==> src/rtl/stack_ctrl_pkg.sv <==
// -----------------------------------------------------------------------------
// stack_ctrl_pkg
// Shared CPU definitions for the data-stack path: the stack opcode encoding
// used by both the decode stage and stack_ctrl, the controller FSM states and
// the data word width.
// -----------------------------------------------------------------------------
package stack_ctrl_pkg;

  localparam int unsigned DATA_W = 16;

  typedef enum logic [2:0] {
    OP_NOP   = 3'd0,
    OP_PUSH  = 3'd1,
    OP_POP   = 3'd2,
    OP_BINOP = 3'd3,
    OP_DUP   = 3'd4,
    OP_SWAP  = 3'd5,
    OP_OVER  = 3'd6
  } stack_op_t;

  typedef enum logic [1:0] {
    ST_IDLE  = 2'd0,
    ST_SWAP2 = 2'd1,
    ST_ERROR = 2'd2
  } state_t;

endpackage

==> src/rtl/stack_ctrl_stack.sv <==
// -----------------------------------------------------------------------------
// stack
// 2-read/1-write word RAM backing the CPU data stack.
// Ports:
//   clk            clock for the synchronous write port
//   we/waddr/wdata single write port, written on the rising edge
//   raddr_a/rdata_a  asynchronous read port A (used for TOS)
//   raddr_b/rdata_b  asynchronous read port B (used for NOS)
// -----------------------------------------------------------------------------
module stack
  import stack_ctrl_pkg::*;
#(
  parameter int WIDTH = 5,
  parameter int SIZE  = 32
) (
  input  logic              clk,
  input  logic              we,
  input  logic [WIDTH-1:0]  waddr,
  input  logic [DATA_W-1:0] wdata,
  input  logic [WIDTH-1:0]  raddr_a,
  output logic [DATA_W-1:0] rdata_a,
  input  logic [WIDTH-1:0]  raddr_b,
  output logic [DATA_W-1:0] rdata_b
);

  logic [DATA_W-1:0] mem [SIZE];

  // NOTE: the array has no reset; clearing it would turn the RAM into a
  // wall of flops and the stack never reads a slot it has not written.
  always_ff @(posedge clk) begin
    if (we) begin
      mem[waddr] <= wdata;
    end
  end

  assign rdata_a = mem[raddr_a];
  assign rdata_b = mem[raddr_b];

endmodule

==> src/rtl/stack_ctrl.sv <==
// -----------------------------------------------------------------------------
// stack_ctrl
// Stack-pointer controller for the CPU data stack. Owns the depth counter,
// sequences the internal 2R/1W stack RAM, presents TOS/NOS to the ALU and
// (optionally) guards against overflow/underflow.
// Build option: define STACK_GUARD_EN to enable error detection, the ERROR
// state and the sticky error flags; otherwise every op executes and depth wraps.
// Ports:
//   clk, rst_n         clock, asynchronous active-low reset
//   op_valid/op_ready  opcode handshake; op is a stack_op_t
//   din                push value (PUSH) or ALU result (BINOP)
//   tos, nos           words at sp-1 and sp-2 (combinational)
//   depth, empty, full number of valid words and its limits
//   err_overflow, err_underflow  sticky error flags
//   err_clr            clears the flags and leaves ERROR
// -----------------------------------------------------------------------------
module stack_ctrl
  import stack_ctrl_pkg::*;
#(
  parameter int WIDTH = 5,
  parameter int SIZE  = 32
) (
  input  logic              clk,
  input  logic              rst_n,
  input  logic              op_valid,
  output logic              op_ready,
  input  stack_op_t         op,
  input  logic [DATA_W-1:0] din,
  output logic [DATA_W-1:0] tos,
  output logic [DATA_W-1:0] nos,
  output logic [WIDTH:0]    depth,
  output logic              empty,
  output logic              full,
  output logic              err_overflow,
  output logic              err_underflow,
  input  logic              err_clr
);

  state_t            state_q, state_d;
  logic [WIDTH:0]    depth_q, depth_d;
  logic [DATA_W-1:0] swap_tmp;
  logic [WIDTH-1:0]  sp, sp_m1, sp_m2;
  logic              accept, bad_ov, bad_un;
  logic              we;
  logic [WIDTH-1:0]  waddr;
  logic [DATA_W-1:0] wdata;

  assign sp       = depth_q[WIDTH-1:0];
  assign sp_m1    = sp - WIDTH'(1);
  assign sp_m2    = sp - WIDTH'(2);
  assign op_ready = (state_q == ST_IDLE);
  assign accept   = op_valid && op_ready;
  assign depth    = depth_q;
  assign empty    = (depth_q == '0);
  assign full     = (depth_q == (WIDTH+1)'(SIZE));

`ifdef STACK_GUARD_EN
  logic ov_q, un_q;

  always_comb begin
    bad_ov = accept && full &&
             (op == OP_PUSH || op == OP_DUP || op == OP_OVER);
    bad_un = accept &&
             ((op == OP_POP && empty) ||
              ((op == OP_BINOP || op == OP_SWAP || op == OP_OVER) &&
               depth_q < (WIDTH+1)'(2)));
  end

  always_ff @(posedge clk or negedge rst_n) begin
    if (!rst_n) begin
      ov_q <= 1'b0;
      un_q <= 1'b0;
    end else if (state_q == ST_ERROR && err_clr) begin
      ov_q <= 1'b0;
      un_q <= 1'b0;
    end else begin
      if (bad_ov) ov_q <= 1'b1;
      if (bad_un) un_q <= 1'b1;
    end
  end

  assign err_overflow  = ov_q;
  assign err_underflow = un_q;
`else
  assign bad_ov        = 1'b0;
  assign bad_un        = 1'b0;
  assign err_overflow  = 1'b0;
  assign err_underflow = 1'b0;
`endif

  // Next-state, depth and write-port mux.
  // NOTE: every signal gets a default before the case so no path leaves
  // one unassigned, which would otherwise infer a latch.
  always_comb begin
    state_d = state_q;
    depth_d = depth_q;
    we      = 1'b0;
    waddr   = sp;
    wdata   = din;
    unique case (state_q)
      ST_IDLE: begin
        if (bad_ov || bad_un) begin
          state_d = ST_ERROR;
        end else if (accept) begin
          unique case (op)
            OP_PUSH: begin
              we      = 1'b1;
              depth_d = depth_q + (WIDTH+1)'(1);
            end
            OP_POP: depth_d = depth_q - (WIDTH+1)'(1);
            OP_BINOP: begin
              we      = 1'b1;
              waddr   = sp_m2;
              depth_d = depth_q - (WIDTH+1)'(1);
            end
            OP_DUP: begin
              we      = 1'b1;
              wdata   = tos;
              depth_d = depth_q + (WIDTH+1)'(1);
            end
            OP_OVER: begin
              we      = 1'b1;
              wdata   = nos;
              depth_d = depth_q + (WIDTH+1)'(1);
            end
            OP_SWAP: begin
              we      = 1'b1;
              waddr   = sp_m1;
              wdata   = nos;
              state_d = ST_SWAP2;
            end
            default: ;
          endcase
        end
      end
      ST_SWAP2: begin
        we      = 1'b1;
        waddr   = sp_m2;
        wdata   = swap_tmp;
        state_d = ST_IDLE;
      end
      ST_ERROR: if (err_clr) state_d = ST_IDLE;
      default:  state_d = ST_IDLE;
    endcase
  end

  // NOTE: state registers use non-blocking assignments so every flop samples
  // the pre-edge values regardless of statement order.
  always_ff @(posedge clk or negedge rst_n) begin
    if (!rst_n) begin
      state_q  <= ST_IDLE;
      depth_q  <= '0;
      swap_tmp <= '0;
    end else begin
      state_q <= state_d;
      depth_q <= depth_d;
      if (accept && op == OP_SWAP && !bad_un) begin
        swap_tmp <= tos;
      end
    end
  end

  // Write enable is forced low while reset is held so an opcode presented
  // during reset cannot corrupt the RAM.
  stack #(
    .WIDTH (WIDTH),
    .SIZE  (SIZE)
  ) u_stack (
    .clk     (clk),
    .we      (we && rst_n),
    .waddr   (waddr),
    .wdata   (wdata),
    .raddr_a (sp_m1),
    .rdata_a (tos),
    .raddr_b (sp_m2),
    .rdata_b (nos)
  );

endmodule

==> config.mk <==
export PLATFORM = sky130hd
export DESIGN_NAME = stack_ctrl
export DESIGN_NICKNAME = d
export VERILOG_FILES = /design/src/rtl/stack_ctrl_pkg.sv /design/src/rtl/stack_ctrl_stack.sv /design/src/rtl/stack_ctrl.sv
export SDC_FILE = /design/constraint.sdc
export NUM_CORES = 1
export LEC_CHECK = 0
export BUFFER_PORTS_ARGS = -buffer_cell sky130_fd_sc_hd__buf_2
export CORE_UTILIZATION = 40
export DETAILED_ROUTE_END_ITERATION = 16
export GPL_ROUTABILITY_DRIVEN = 1
export PLACE_DENSITY = 0.57
export RECOVER_POWER = 100
export SYNTH_ARGS = -nofsm -noshare
export SYNTH_HDL_FRONTEND = slang
export SYNTH_SLANG_ARGS = --single-unit
==> constraint.sdc <==
create_clock -name clk -period 8.1 [get_ports clk]
set_clock_uncertainty 0.15 [all_clocks]
set_input_delay 1.62 -clock clk [delete_from_list [all_inputs] [get_ports clk]]
set_output_delay 1.62 -clock clk [all_outputs]
set_load 0.005 [all_outputs]
Word level (Yosys, flattened, before mapping):

Memories as Yosys holds them, arrays and structs flattened.
Cells that the tools add are included.

* flip-flop bits (word level): 24
* memory bits (writable): 512
* memories: 1
* logic and storage cells: 48

* reduce and logical (&&, ||, !) cells: 12
* muxes and demuxes: 16
* $add $sub $neg: 4
* equal/unequal tests: 12

Memories
* u_stack.mem: words 32, width 16, rd ports 2, clocked after memory_dff 0, wr ports 1, RTL line stack_ctrl_stack.sv:26 `logic [DATA_W-1:0] mem [SIZE];`

Operator list (number)
* $pmux 16 s2: 2
* $pmux 5 s2: 2
* $mux 16: 1
* $pmux 6 s2: 1
* $eq 3x3->1 const B: 3
* $add 6x1->6 const B: 1
* $eq 3x2->1 const B: 2
* $eq 6x6->1 const B: 1
* $logic_not 6->1: 1
* $mux 2: 3
* $reduce_and 3->1: 2
* $sub 6x1->6 const B: 1
* $mux 5: 1
* $reduce_or 5->1: 1
* $sub 5x1->5 const B: 1
* $sub 5x2->5 const B: 1
* $mux 1: 4
* $ne 2x1->1 const B: 2
* $pmux 2 s2: 1
* $reduce_or 2->1: 2
* $eq 3x1->1 const B: 1
* $logic_and 1x1->1: 3
* $reduce_or 3->1: 1
* $eq 2x1->1 const B: 1
* other kinds (5): 5

Depth between registers and ports, before layout:

* depth in word-level cells: 8
* gate-level depth with buffers: 14
* gate-level depth less buffers: 9

Hierarchy:

Synthesis repeated with hierarchy kept, for this count alone.

* cells, all modules: 1928
* area total of the unflattened synthesis: 26927.1 um^2

Modules (own cells, without submodules)
* stack: area an instance 24796.3 um^2, times used 1, cells each 1696
* stack_ctrl: area an instance 2130.8 um^2, times used 1, cells each 232

Worst setup path after synthesis:

OpenSTA, ideal clock, no wires.

* path kind: reg-to-output
* from: register depth_q[0] (netlist: depth[0])
* to: output port tos[3]
* cell stages (with the launch flop): 13
* setup slack: 3402 ps
* data arrival time: 2928 ps
* path through: dfrtp_1 > buf_4 > clkinv_1 > clkbuf_1 > ha_1 > clkbuf_1 > buf_2 > buf_1 > mux2_2 > o22ai_1 > nor3_1 > nor3_1 > inv_1

* word-level cells in the longest chain between the ends: 2

Ends and longest elaborated chain
* from (decl): RTL line stack_ctrl.sv:40 `logic [WIDTH:0] depth_q, depth_d;`
* from (signal assigned): RTL line stack_ctrl.sv:156 `depth_q <= depth_d;`
* $sub 5x1->5: RTL line stack_ctrl.sv:49 `assign sp_m1 = sp - WIDTH'(1);`
* named net sp_m1[0]: RTL line stack_ctrl.sv:42 `logic [WIDTH-1:0] sp, sp_m1, sp_m2;`
* $mem_v2 32x16
* to (decl): RTL line stack_ctrl.sv:29 `output logic [DATA_W-1:0] tos,`

The timed path passes the listed nets, and every way through them passes these cells.

Final worst setup path:

* from: register state_q[0]
* to: memory u_stack.mem[9][12], enable pin

* word-level cells in the longest chain between the ends: 7
* elaborated cells between the ends (all ways): 10

Ends and longest elaborated chain
* from (decl): RTL line stack_ctrl.sv:39 `state_t state_q, state_d;`
* from (signal assigned): RTL line stack_ctrl.sv:155 `state_q <= state_d;`
* $logic_not 2->1: RTL line stack_ctrl.sv:51, stack_ctrl.sv:100
* $logic_and 1x1->1: RTL line stack_ctrl.sv:52 `assign accept = op_valid && op_ready;`
* $mux 1: RTL line stack_ctrl.sv:104 `end else if (accept) begin`
* $pmux 1 s2: RTL line stack_ctrl.sv:100 `unique case (state_q)`
* $logic_and 1x1->1: RTL line stack_ctrl.sv:170 `.we (we && rst_n),`
* $mux 1: RTL line stack_ctrl_stack.sv:31 `if (we) begin`
* $mux 1 (implied by the code): RTL line stack_ctrl_stack.sv:32 `mem[waddr] <= wdata;`
* to (decl): RTL line stack_ctrl_stack.sv:26

Parallel ways exist; a longest one is shown, timed or not.

==> reports/summary.md <==
The flow ran to the end, but the final reports show violations. The checks that failed: capacitance limit, slew limit. The pre-antenna-repair detailed-routing pass consisted of 5 iterations.

Most frequent standard cell in the layout excluding fill and tap cells: edfxtp_1. For this configuration, the core starts out at a cell density of 40.4%. The top cell types in the final layout, fill and taps aside, are 512 x edfxtp_1, 250 x mux2_2, 140 x mux2i_1. Setup repair after global routing left no endpoint under its margin.

The synthesized design contains 512 enable-type register cells. On the worst path, the slowest cell contributes a delay of 2.09 ns. The die extent in y works out to 260 µm.

The post-synthesis cell area was 26500 µm². STA classifies the critical path endpoint as a flop. The main flop type after synthesis was edfxtp_1.

Clock latency on the worst-skew pair, taken at its later pin, is 0.63 ns. After the first detailed-routing iteration, the DRC count stood at 1831. The run gives 616 as the number of max-slew violations in the final report.

The tool flagged a number of max-cap violations equal to 30. Measured against its own limit, the worst slew margin works out to -83.7%. The worst path setup slack after routing came out at 0.648 ns.

The count of cells along the worst register-to-register path came out at 8. The end point of the worst hold path was swap_tmp[6]$_DFFE_PN0P_. The number of instances in the placed design is 2717, and the final hold violation count is 0.

The number of port buffers is 62. 66 I/O pins were placed. The floorplan step set the die width to 260 µm. The logs give 5790 for the number of filler instances in the final layout and 0.853 for the routability-driven placement congestion ratio.

The worst reg2reg path startpoint is state_q[0]$_DFFE_PN0P_. The critical path class is reg2reg. The number of setup buffers added after CTS was 0; the power per cell area was 477 nW/µm². The number of distinct library cells after synthesis is 60, and the global router's overall resource usage is 25.3%. Along the worst path, the maximum fanout reaches 36.

VDD sags by at most 0.000362 V. Prior to clock tree synthesis, the placed netlist has a worst setup slack of 1.93 ns. Along the worst hold path, the cell count comes to 2. The setup check on the worst reg-to-reg path leaves a slack of 0.65 ns. Entering global routing, the biggest net connects 73 pins. For the number of buffers created by CTS, the log shows 57. The detail route stage leaves a number of antenna-violating nets equal to 0. Via-per-instance ratio: 6.27. Synthesis handed over a netlist of 1853 instances. The minimum clock period was 7.45 ns; the total detailed-routing wirelength was 85.9 mm.

Via count of the first global-routing pass: 17600. The signal on the critical path passes through clkbuf_1 > nor2b_1 > nand3_1 > clkbuf_1 > xnor2_1 > nor2b_1 > nand3_1 > nor2_1. The logs give 0 for the initial antenna violation count and 535 for the number of clock sinks. The mean instance size in the synthesized netlist is 14.3 µm², and the standby leakage power is 9.82 nW. The kind of cell with the highest combined delay along the critical path is buffers and inverters. The worst hold path belongs to the class reg2reg. The placed instances occupy a cell area of 28100 µm². The region available for standard cell placement spans 65700 µm². The final cycle utilization of the critical path was 92.0%.

In the final layout, the share of cells above drive strength 1 is 26.4%. Aggregate negative setup slack: 0 ns. The count of cells in the finished layout, fillers not included, comes to 2825. The die covers 67400 µm². The worst hold path begins at swap_tmp[6]$_DFFE_PN0P_.

The run gives 2 as the maximum level of the CTS H-tree. Yosys printed 0 warnings. The run gives 8.12 ns as the data required time at the worst endpoint.

The finished cells cover 29600 µm². After synthesis the netlist holds a flip-flop and latch count of 535. The async set-or-reset flop fraction in the synthesized netlist is 4.30%. The number of resized instances in the post-cts repair step came out at 0.

The tools report the worst endpoint data arrival time as 7.47 ns. In this run the clock root is driven by a clkbuf_16. The actual slew at the worst max-slew pin was 2.75 ns; the area growth from synthesis to layout was 11.7%. The tools report the capturing point of the worst reg2reg path as u_stack.mem[9][12]$_DFFE_PP_.

After clock tree synthesis, the clock-pin slew on the worst setup and hold paths is 0.06 ns. For the total of endpoints with negative setup slack in the final report, the log shows 0. After clock tree synthesis, the flow added hold-fix buffers numbering 0.

Once detailed placement completed, the half-perimeter wirelength came to 51.9 mm. The worst setup path is launched from a flop. For the count of inserted antenna diode cells, the log shows 0.

In the routed design, unresolved DRC markers number 0. The tools report the sequential fraction of the synthesis area as 60.1%. TritonCTS built the clock tree. The run gives 123 mm as the first-pass GRT wire length. The number of rows in the core area was 94. The overall overflow remaining after global route is 0.

At the end of the flow the core is filled with cells to 45.1%. The mean routed wirelength per cell came out at 30.4 µm. Derived from the worst setup path, the maximum achievable clock frequency is 0.134 GHz.

For this block, the via count after detailed routing is 17700. The tools report the total number of nets in the final design as 1944. The slowest stage of the critical path belongs to the cell nor2_1. The maximum buffer depth of the clock tree came out at 3.

The total buffers and inverters traversed by the critical path came out at 2.
==> where the power goes <==
part | switching, mW | internal, mW
clock network | 1.11 | 1.48
logic | 5.22 | 2.77
registers | 0.108 | 3.45
==> how the worst max path moves through the flow <==
stage | startpoint | to | slack, ns | depth (start not counted)
finish | state_q[0]$_DFFE_PN0P_ | u_stack.mem[9][12]$_DFFE_PP_ | 0.65 | 8
global route | depth[1]$_DFFE_PN0P_ | tos[7] | 0.57 | 11
CTS | depth[1]$_DFFE_PN0P_ | tos[5] | 1.25 | 11
detailed placement | depth[1]$_DFFE_PN0P_ | tos[5] | 1.93 | 11
global placement | depth[1]$_DFFE_PN0P_ | tos[5] | 1.96 | 11
floorplan | depth[0]$_DFFE_PN0P_ | tos[3] | 3.40 | 12
==> cells by family (layout without fill, tap and decap cells) <==
family                   after synthesis  after routing  synth area share [%]
XOR/XNOR                              16             16                 0.585
AO/OA/AOI/OAI                        343            343                  8.54
AND/OR/NAND/NOR                      319            319                  5.78
multiplexers                         459            459                  21.7
adder cells (fa/ha/maj)                9              9                 0.453
buffers and inverters                171            278                  2.80
flip-flops                           535            535                  60.1
other                                  1              2                0.0141
==> cells in the mapped netlist, types with 43 or more instances <==
cell | instances | area, µm²
nor2_1 | 97 | 364
nor3_1 | 43 | 215
nand2_1 | 50 | 188
o21ai_0 | 43 | 215
edfxtp_1 | 512 | 15400
mux2i_1 | 140 | 1400
o22ai_1 | 114 | 713
a21oi_1 | 51 | 255
nand3_1 | 75 | 375
mux2_2 | 250 | 2820
buf_2 | 45 | 225
clkbuf_1 | 67 | 251
mux4_2 | 69 | 1550
==> worst min-delay path, cell delays in order (launching register included) <==
cell     delay (ns)
dfrtp_1        0.34
nand2_1        0.05
o21ai_0        0.06
==> registers in the layout, indices dropped and copies added (netlist names) <==
| register | flops |
|---|---|
| depth | 6 |
| state_q | 1 |
| swap_tmp | 16 |
| u_stack.mem | 512 |
==> per-stage QoR <==
step	total power, mW	hold WS [ns]
after floorplan	8.51	0.305
after global placement	11.6	0.317
after detailed placement	11.7	0.326
after CTS	14.3	0.339
after global routing	14.7	0.347
final	14.1	0.336
==> layout make-up <==
cell class                 count  area, µm²  share of cell area [%]
tap                          864       1080                    3.65
sequential                   535      16000                    53.8
inverter                      26       97.6                   0.329
clock inverter                38        297                    1.00
timing repair buffer         144        757                    2.55
multi-input combinational   1148       9910                    33.4
clock buffer                  70       1550                    5.22
==> metal layers <==
layer / vias to the layer above / wire length [µm] / track usage [%]
met5: - / 0 / 0
met4: 0 / 4120 / 11.1
met3: 178 / 6990 / 4.16
met2: 852 / 39300 / 39.8
met1: 9122 / 35600 / 34.6
li1: 7555 / - / -
Power figures use the tool's default switching activity.
